===== config.mk =====
export PLATFORM = sky130hd
export DESIGN_NAME = norm_pipeline
export DESIGN_NICKNAME = d
export VERILOG_FILES = /design/src/rtl/norm_pipeline.sv
export SDC_FILE = /design/constraint.sdc
export NUM_CORES = 1
export LEC_CHECK = 0
export CELL_PAD_IN_SITES_DETAIL_PLACEMENT = 0
export CELL_PAD_IN_SITES_GLOBAL_PLACEMENT = 1
export CORE_AREA = 10 10 184 186
export DETAILED_ROUTE_END_ITERATION = 16
export DIE_AREA = 0 0 194 196
export DONT_BUFFER_PORTS = 1
export HOLD_SLACK_MARGIN = 0.06
export PLACE_DENSITY_LB_ADDON = 0.1
export SYNTH_ARGS = -nofsm -noshare
export SYNTH_HDL_FRONTEND = slang
export SYNTH_SLANG_ARGS = --single-unit

===== constraint.sdc =====
create_clock -name clk -period 8.2 [get_ports clk]
set_clock_uncertainty 0.2 [all_clocks]
set_input_delay 1.64 -clock clk [delete_from_list [all_inputs] [get_ports clk]]
set_output_delay 1.64 -clock clk [all_outputs]
set_load 0.1 [all_outputs]

===== src/rtl/norm_pipeline.sv =====
// norm_pipeline: per-frame pixel normaliser, out = sat(pix * floor(((2^PIX_W-1) << FRAC_W) / D) >> FRAC_W).
// A sequential restoring divider computes the reciprocal coefficient once per frame, then a two-stage
// multiply/scale pipeline feeds a first-word-fall-through output FIFO under credit-based flow control.
// Optional feature macro: NORM_PIPELINE_ROUND_EN (round half up in stage 2 instead of truncating).
module norm_pipeline #(
    parameter int PIX_W      = 8,
    parameter int FRAC_W     = 16,
    parameter int OUT_ROWS   = 10,
    parameter int OUT_COLS   = 10,
    parameter int FIFO_DEPTH = 16
) (
    input  logic             clk,
    input  logic             srst,
    input  logic             ap_start,
    output logic             ap_ready,
    output logic             ap_done,
    input  logic             cf_ap_done,
    input  logic [PIX_W-1:0] norm_denominator,
    input  logic             s_axis_tvalid,
    output logic             s_axis_tready,
    input  logic [PIX_W-1:0] s_axis_tdata,
    output logic             m_axis_tvalid,
    input  logic             m_axis_tready,
    output logic [PIX_W-1:0] m_axis_tdata,
    output logic             m_axis_tlast
);

    localparam int QW  = PIX_W + FRAC_W;
    localparam int PW  = PIX_W + QW;
    localparam int N   = OUT_ROWS * OUT_COLS;
    localparam int AW  = $clog2(FIFO_DEPTH);
    localparam int CW  = $clog2(N + 1);
    localparam int DCW = $clog2(QW);

    localparam logic [QW-1:0]    DIVIDEND = {{PIX_W{1'b1}}, {FRAC_W{1'b0}}};
    localparam logic [PIX_W-1:0] MAX_PIX  = {PIX_W{1'b1}};
`ifdef NORM_PIPELINE_ROUND_EN
    localparam logic [PW:0]      RND_TERM = (PW + 1)'(1) << (FRAC_W - 1);
`else
    localparam logic [PW:0]      RND_TERM = '0;
`endif

    typedef enum logic [2:0] {IDLE, CALC, WAIT_UP, RUN, DONE} state_t;
    state_t state, state_next;

    logic [PIX_W-1:0] den;
    logic [QW-1:0]    div_q;
    logic [PIX_W-1:0] rem;
    logic [DCW-1:0]   div_cnt;
    logic [QW-1:0]    coef;
    logic             up_done;
    logic [CW-1:0]    in_cnt;
    logic [CW-1:0]    out_cnt;

    logic             s1_valid;
    logic [PW-1:0]    s1_prod;
    logic             s2_valid;
    logic [PIX_W-1:0] s2_data;

    logic [PIX_W-1:0] mem [FIFO_DEPTH];
    logic [AW:0]      wr_ptr;
    logic [AW:0]      rd_ptr;
    logic [AW:0]      fifo_count;
    logic             fifo_empty;

    logic             start_accept;
    logic             in_hs;
    logic             out_hs;
    logic             frame_last;
    logic             div_last;
    logic [PIX_W:0]   trial;
    logic [PIX_W:0]   diff;
    logic             sub_ok;
    logic [QW-1:0]    q_next;
    logic [PW:0]      rnd_sum;
    logic [PW:0]      shifted;
    logic [PIX_W-1:0] s2_next;
    logic [AW+1:0]    occupancy;
    logic             credit_ok;

    // One restoring-divider step: the borrow bit of trial-D decides the quotient bit.
    always_comb begin
        trial  = {rem, div_q[QW-1]};
        diff   = trial - {1'b0, den};
        sub_ok = !diff[PIX_W];
        q_next = {div_q[QW-2:0], sub_ok};
    end

    // Stage-2 scaling: optional rounding term, drop fractional bits, clamp to the pixel range.
    always_comb begin
        rnd_sum = {1'b0, s1_prod} + RND_TERM;
        shifted = rnd_sum >> FRAC_W;
        s2_next = (|shifted[PW:PIX_W]) ? MAX_PIX : shifted[PIX_W-1:0];
    end

    // Handshakes, FIFO status and the credit check that keeps the never-stalling pipeline from overflowing the FIFO.
    always_comb begin
        start_accept  = (state == IDLE) && ap_start;
        div_last      = (div_cnt == DCW'(QW - 1));
        fifo_count    = wr_ptr - rd_ptr;
        fifo_empty    = (fifo_count == '0);
        m_axis_tvalid = !fifo_empty;
        m_axis_tdata  = fifo_empty ? '0 : mem[rd_ptr[AW-1:0]];
        frame_last    = (out_cnt == CW'(N - 1));
        m_axis_tlast  = m_axis_tvalid && frame_last;
        occupancy     = {1'b0, fifo_count} + (AW + 2)'(s1_valid) + (AW + 2)'(s2_valid);
        credit_ok     = (in_cnt < CW'(N)) && (occupancy < (AW + 2)'(FIFO_DEPTH));
        in_hs         = s_axis_tvalid && s_axis_tready;
        out_hs        = m_axis_tvalid && m_axis_tready;
    end

    // FSM state register.
    always_ff @(posedge clk or posedge srst) begin
        if (srst) state <= IDLE;
        else      state <= state_next;
    end

    // FSM next-state logic.
    always_comb begin
        state_next = state;
        case (state)
            IDLE:    if (ap_start) state_next = CALC;
            CALC:    if (div_last) state_next = WAIT_UP;
            WAIT_UP: if (up_done) state_next = RUN;
            RUN:     if (out_hs && frame_last) state_next = DONE;
            DONE:    state_next = IDLE;
            default: state_next = IDLE;
        endcase
    end

    // FSM outputs.
    always_comb begin
        ap_ready      = (state == IDLE);
        ap_done       = (state == DONE);
        s_axis_tready = (state == RUN) && credit_ok;
    end

    // Denominator capture and the coefficient divider, one quotient bit per CALC cycle.
    always_ff @(posedge clk or posedge srst) begin
        if (srst) begin
            den     <= '0;
            div_q   <= '0;
            rem     <= '0;
            div_cnt <= '0;
            coef    <= '0;
        end else if (start_accept) begin
            den     <= (norm_denominator == '0) ? PIX_W'(1) : norm_denominator;
            div_q   <= DIVIDEND;
            rem     <= '0;
            div_cnt <= '0;
        end else if (state == CALC) begin
            div_q   <= q_next;
            rem     <= sub_ok ? diff[PIX_W-1:0] : trial[PIX_W-1:0];
            div_cnt <= div_cnt + DCW'(1);
            if (div_last) coef <= q_next;
        end
    end

    // Sticky record of the upstream frame-complete pulse, even if it arrives while still dividing.
    always_ff @(posedge clk or posedge srst) begin
        if (srst)                              up_done <= 1'b0;
        else if (start_accept)                 up_done <= 1'b0;
        else if (cf_ap_done && state != IDLE)  up_done <= 1'b1;
    end

    // Frame-position counters for accepted input pixels and delivered output pixels.
    always_ff @(posedge clk or posedge srst) begin
        if (srst) begin
            in_cnt  <= '0;
            out_cnt <= '0;
        end else if (start_accept) begin
            in_cnt  <= '0;
            out_cnt <= '0;
        end else begin
            if (in_hs)  in_cnt  <= in_cnt + CW'(1);
            if (out_hs) out_cnt <= out_cnt + CW'(1);
        end
    end

    // Two-stage multiply/scale pipeline; it never stalls, so valids simply shift along.
    always_ff @(posedge clk or posedge srst) begin
        if (srst) begin
            s1_valid <= 1'b0;
            s1_prod  <= '0;
            s2_valid <= 1'b0;
            s2_data  <= '0;
        end else begin
            s1_valid <= in_hs;
            if (in_hs) s1_prod <= PW'(s_axis_tdata) * PW'(coef);
            s2_valid <= s1_valid;
            if (s1_valid) s2_data <= s2_next;
        end
    end

    // FIFO storage; contents need no reset because emptiness is tracked by the pointers.
    always_ff @(posedge clk) begin
        if (s2_valid) mem[wr_ptr[AW-1:0]] <= s2_data;
    end

    // FIFO pointers with a wrap bit so full and empty are distinguishable.
    always_ff @(posedge clk or posedge srst) begin
        if (srst) begin
            wr_ptr <= '0;
            rd_ptr <= '0;
        end else begin
            if (s2_valid) wr_ptr <= wr_ptr + (AW + 1)'(1);
            if (out_hs)   rd_ptr <= rd_ptr + (AW + 1)'(1);
        end
    end

endmodule


==> results of run 1 <==
-- per-stage QoR --
| step | instances | hold WS, ns | worst slack (ns) |
|---|---|---|---|
| floorplan | 1384 | 0.1487 | 2.292 |
| global placement | 1731 | 0.2659 | 1.993 |
| detailed placement | 1731 | 0.2737 | 1.938 |
| CTS | 1778 | 0.2879 | 2.080 |
| global route | 1778 | 0.3083 | 1.852 |
| finish | 1779 | 0.2843 | 2.181 |
-- logic make-up (layout without fill, tap and decap cells) --
family / Yosys count / count (layout) / share of synthesized area
flops: 251 / 251 / 0.4250
xor+xnor: 44 / 44 / 0.02482
compound gates: 156 / 156 / 0.06155
fa+ha+maj: 203 / 203 / 0.2173
other cells: 0 / 1 / 0
buf+inv: 188 / 186 / 0.04387
mux: 75 / 75 / 0.07929
simple gates: 467 / 467 / 0.1481
-- area by class of cell --
type	instances	area, sq um	area share
Inverter	127	479.2	0.02730
Clock buffer	33	708.2	0.04035
Sequential cell	251	6923	0.3944
Multi-Input combinational cell	945	8663	0.4936
Antenna cell	1	2.502	0.0001426
Timing Repair Buffer	12	127.6	0.007271
Clock inverter	14	152.6	0.008697
Tap cell	396	495.5	0.02823
-- report_power, final --
part | internal (mW) | switching [mW]
logic | 0.414 | 0.901
registers | 1.55 | 0.180
clock network | 0.706 | 0.474
total | 2.67 | 1.55
-- state kept, by name (all words and copies together) (netlist names), 3 cells and up --
signal and flops:
coef 24, den 8, div_cnt 5, div_q 24
in_cnt 7, mem 128, out_cnt 7, rd_ptr 5
rem 8, s1_prod 16, s2_data 8, state 3
wr_ptr 5
-- critical path: cells and delay by family (launching register included) --
| kind | cells | cell delay, ns |
|---|---|---|
| simple gates | 1 | 0.85 |
| xor+xnor | 1 | 0.14 |
| compound gates | 3 | 0.58 |
| fa+ha+maj | 2 | 0.70 |
| flops | 1 | 0.34 |
| buf+inv | 4 | 1.04 |
-- worst paths after layout --
path	slack, ns	end	depth (start not counted)	start
setup / recovery	2.18	m_axis_tdata[1]	11	rd_ptr[0]$_DFFE_PP0P_
hold / removal	0.28	s1_prod[28]$_DFFE_PP0P_	2	s1_prod[28]$_DFFE_PP0P_
setup reg to reg	2.94	s1_prod[30]$_DFFE_PP0P_	15	coef[1]$_DFFE_PP0P_
hold reg to reg	0.28	s1_prod[28]$_DFFE_PP0P_	2	s1_prod[28]$_DFFE_PP0P_
max in group asynchronous	5.57	coef[6]$_DFFE_PP0P_	2	srst
min in group asynchronous	0.92	out_cnt[3]$_DFFE_PP0P_	1	srst
-- layer usage --
metal / routed length [microns] / track usage / vias up
met5: 0 / 0 / -
met2: 16210 / 0.2935 / 158
li1: - / - / 4663
met3: 1345 / 0.02609 / 26
met1: 15740 / 0.2638 / 5150
met4: 387 / 0.02451 / 0
-- cell usage in the layout, fill, tap and decap left out, drive strengths merged, types with 4 or more instances in the layout --
cell type and instances:
and3 5, nand2 142, a21o 15, a211oi 4, and2 175, inv 128, ha 70, mux2 26
clkbuf 34, dfrtp 123, xnor2 28, a31oi 7, nand3 42, nor4 4, a21oi 38, o22a 8
nor2 44, buf 11, nand4 13, clkinv 9, mux4 40, nand2b 6, fa 133, o21ai 54
o211ai 4, edfxtp 128, nor3 16, mux2i 9, nor2b 4, xor2 16
==> results.cfg, run 1 <==
[power_and_ir_drop]
ir_drop_mv = 0.2063
power.total_mw = 4.222
power.density_nw_per_um2 = 240.5
power.leakage_nw = 7.927

[clock_tree]
cts.path.max_buffers = 3
cts_tree = built
clk_latency_ns = 0.53
root_buffer = clkbuf_16
hold_buffers = 0
cts_buffers = 26
path_clk_slew_ns = 0.06
clock-sinks = 251
post_cts_buffers = 0
cts_resized = 0
cts_max_level = 1

[worst_setup_path]
worstPathCellList = buf_4 -> ha_1 -> inv_1 -> fa_1 -> a21o_1 -> a21oi_1 -> xnor2_1 -> o211a_1 -> inv_1 -> buf_4 -> and2_1
cp-end-kind = output port
max_stage_delay_ns = 0.85
path_class = reg -> out
worstPathRequired_ns = 6.36
crit_arrival_ns = 4.18
cp_max_fo = 36
setup.worst_path.start_class = flip-flop
slowest_stage = and2_1

[global_route]
grt_pass1_wl_microns = 57330
antenna_found_initial = 2
grt_usage = 0.1823
grt_pass1_vias = 10764
grt_start_max_net_pins = 65
grt-ovfl-total = 0

[synthesis]
ys_async_sr_fraction = 0.4900
yosysWarningCount = 0
synth.area.top_cells = edfxtp_1 (24%), dfrtp_1 (19%), fa_1 (16%)
yosysMostFrequentCell = and2_1
synthCells = 1384
ys_seq_elements = 251
synth_area_sq_um = 16280
ys_seq_area_frac = 0.4250
synth_flop_cell = edfxtp_1
synth_edf_count = 128
yosysTopAreaCellShare = 0.2360
synth_top_cell_by_area = edfxtp_1
avgSynthCellArea_sq_um = 11.77
synth_fp_nets = 1609
yosysUniqueCellTypes = 65
yosys-top-cells-count = and2_1 (174), nand2_1 (142), fa_1 (133)

[place]
port_buffers = 0
post_dp_cell_area_sq_um = 16690
gp_congestion = 0.8027
dp_hpwl_microns = 24280

[sta]
slew_headroom = 0.2350
period_needed_ns = 6.019
finalSetupViolCount = 0
rsz0062_at_grt = false
fin_setup_tns_ns = 0
post-route-period-util = 0.7340
final_hold_viol_count = 0
clock.fmax_mhz = 166.1
slew_violations = 0
worst_slew_pin_slew_ns = 1.146

[floorplanning]
die_w_microns = 194
pin_count = 35
num_rows = 64
die_h_microns = 196
core_sq_um = 30270
dieArea_sq_um = 38020
start_util = 0.5380

[route]
wire_per_inst_microns = 18.94
routed-via-count = 9997
finalWirelength_microns = 33690
via_per_inst = 5.619
dr.first_iter.drc_count = 664
drc_errors = 0
drt_pass1_iterations = 4
ant_nets = 0

[final_layout]
area_delta_synth_final_pct = 7.783
fin_util = 0.5799
nFillCells = 2557
postLayoutCellArea_sq_um = 17550
drive_gt1_frac = 0.09913
fin_nets = 1588

[run]
maxCapViolCount = 0

[outcome]
outcome = completed

[min_path]
hp-class = reg -> reg
Power figures use the tool's default switching activity.
==> run 2: changes to the inputs <==
--- a/config.mk
+++ b/config.mk
@@ -7,9 +7,9 @@
 export LEC_CHECK = 0
 export CELL_PAD_IN_SITES_DETAIL_PLACEMENT = 0
 export CELL_PAD_IN_SITES_GLOBAL_PLACEMENT = 1
-export CORE_AREA = 10 10 184 186
+export CORE_AREA = 10 10 196 198
 export DETAILED_ROUTE_END_ITERATION = 16
-export DIE_AREA = 0 0 194 196
+export DIE_AREA = 0 0 206 208
 export DONT_BUFFER_PORTS = 1
 export HOLD_SLACK_MARGIN = 0.06
 export PLACE_DENSITY_LB_ADDON = 0.1
==> constraint.sdc (replaced) <==
create_clock -name clk -period 5.3 [get_ports clk]
set_clock_uncertainty 0.2 [all_clocks]
set_input_delay 1.06 -clock clk [delete_from_list [all_inputs] [get_ports clk]]
set_output_delay 1.06 -clock clk [all_outputs]
set_load 0.1 [all_outputs]
==> results.cfg, run 2 (synthesis gave the netlist of run 1 again) <==
[place]
dp_hpwl_microns = 25430
port_buffers = 0
dpl.cell_count = 1827
gp_congestion = 0.8291
dp_slack_ns = -0.2196

[floorplanning]
pin_count = 35
die_h_microns = 208
dieArea_sq_um = 42850
core_sq_um = 34370
start_util = 0.4738
die_w_microns = 206
num_rows = 68

[sta]
period_needed_ns = 5.004
slew_violations = 0
post-route-period-util = 0.9441
slew_headroom = 0.4900
final_hold_viol_count = 0
fin_setup_tns_ns = 0
rsz0062_at_grt = false
clock.fmax_mhz = 199.9
finalSetupViolCount = 0
setup_ws_ns = 0.2964
worst_slew_pin_slew_ns = 0.7650

[power_and_ir_drop]
power.leakage_nw = 8.175
ir_drop_mv = 0.7767
power.density_nw_per_um2 = 385.6

[final_layout]
area_delta_synth_final_pct = 10.98
final_cell_mix = and2_1 (174), nand2_1 (142), fa_1 (133)
antenna-diode-count = 0
nFillCells = 3069
drive_gt1_frac = 0.1266
largest_register_ffs = 128
regArea_sq_um = 6924
multi_input_area_sq_um = 8670
fin_util = 0.5258
fin_nets = 1627
final_common_cell = and2_1
stdcell_count = 1877

[run]
maxCapViolCount = 0

[global_route]
grt_start_max_net_pins = 61
antenna_found_initial = 0
grt_pass1_vias = 10776
grt_usage = 0.1668
grt-ovfl-total = 0
grt_pass1_wl_microns = 58240

[route]
via_per_inst = 5.378
wl_met2_microns = 16080
wire_per_inst_microns = 18.55
drt_pass1_iterations = 5
drc_errors = 0
routed-via-count = 10095
ant_nets = 0
dr.first_iter.drc_count = 531
top_layer_used = met4
wl_met3_microns = 1386
wl_met1_microns = 16910
finalWirelength_microns = 34820

[outcome]
outcome = completed

[min_path]
hp-class = reg -> reg

[worst_setup_path]
cp-end-kind = flip-flop
worstPathRequired_ns = 5.58
path_class = reg -> reg
setup.worst_path.start_class = flip-flop
cp_max_fo = 9
crit_arrival_ns = 5.29

[clock_tree]
cts.path.max_buffers = 3
post_cts_buffers = 0
cts_max_level = 1
clock-sinks = 251
path_clk_slew_ns = 0.06
root_buffer = clkbuf_16
cts_buffers = 28
clk_latency_ns = 0.57
cts_tree = built
-- run 2: cell count changes in the layout (fill, tap and decap cells not counted), moves of 3 or more --
cell | before | now
clkbuf_8 | 1 | 7
bufinv_16 | 3 | 0
clkinv_2 | 8 | 4
buf_12 | 0 | 9
buf_4 | 10 | 38
-- run 2: critical path, stage by stage, from the launching register on --
cell	delay [ns]
dfrtp_1	0.50
and2_1	0.24
fa_1	0.51
fa_1	0.57
fa_1	0.45
fa_1	0.51
ha_1	0.36
nand3_1	0.12
nor4_2	0.29
o21ai_0	0.14
a32oi_1	0.28
buf_4	0.20
a211oi_1	0.09
or4_1	0.40
nand3_1	0.08
-- run 2: report_power, final --
part / leakage, nW / internal (mW) / switching, mW / total [mW]
Sequential: 2.72 / 2.39 / 0.265 / 2.66
Clock: 0.445 / 1.08 / 0.807 / 1.89
Combinational: 5.00 / 0.946 / 1.48 / 2.42
Total: 8.17 / 4.42 / 2.55 / 6.97
-- run 2: worst paths after layout --
path	startpoint	end	slack (ns)	cells after the start
hold / removal	s1_prod[21]$_DFFE_PP0P_	s1_prod[21]$_DFFE_PP0P_	0.28	2
min in group asynchronous	srst	wr_ptr[4]$_DFFE_PP0P_	0.31	1
setup reg to reg	coef[6]$_DFFE_PP0P_	s1_prod[30]$_DFFE_PP0P_	0.30	14
max in group asynchronous	srst	div_cnt[1]$_DFFE_PP0P_	3.59	2
setup / recovery	coef[6]$_DFFE_PP0P_	s1_prod[30]$_DFFE_PP0P_	0.30	14
hold reg to reg	s1_prod[21]$_DFFE_PP0P_	s1_prod[21]$_DFFE_PP0P_	0.28	2
-- run 2: stage by stage --
stage / instance area [sq um] / power (mW) / hold slack (ns)
final: 18070 / 6.969 / 0.2831
after global routing: 18070 / 7.313 / 0.3097
after CTS: 18060 / 7.066 / 0.2889
after detailed placement: 17150 / 5.164 / 0.2749
after global placement: 17150 / 5.128 / 0.2651
after floorplan: 16290 / 4.401 / 0.1487
-- run 2: per-layer routing --
| layer | vias to the layer above | global-route usage |
|---|---|---|
| li1 | 4741 | - |
| met1 | 5174 | 0.2485 |
| met2 | 147 | 0.2565 |
| met3 | 33 | 0.02564 |
| met4 | 0 | 0.02509 |
| met5 | - | 0 |
-- run 2: timing repair --
item,in CTS,in global routing
hold buffers,0,0
resized for setup,0,2
endpoints found under the hold margin,0,0
setup endpoints to repair,0,1
-- run 2: cell type report --
class / instances / area share
Clock inverter: 10 / 0.005331
Timing Repair Buffer: 49 / 0.02866
Sequential cell: 251 / 0.3831
Tap cell: 455 / 0.03150
Multi-Input combinational cell: 945 / 0.4797
Clock buffer: 40 / 0.04514
Inverter: 127 / 0.02652
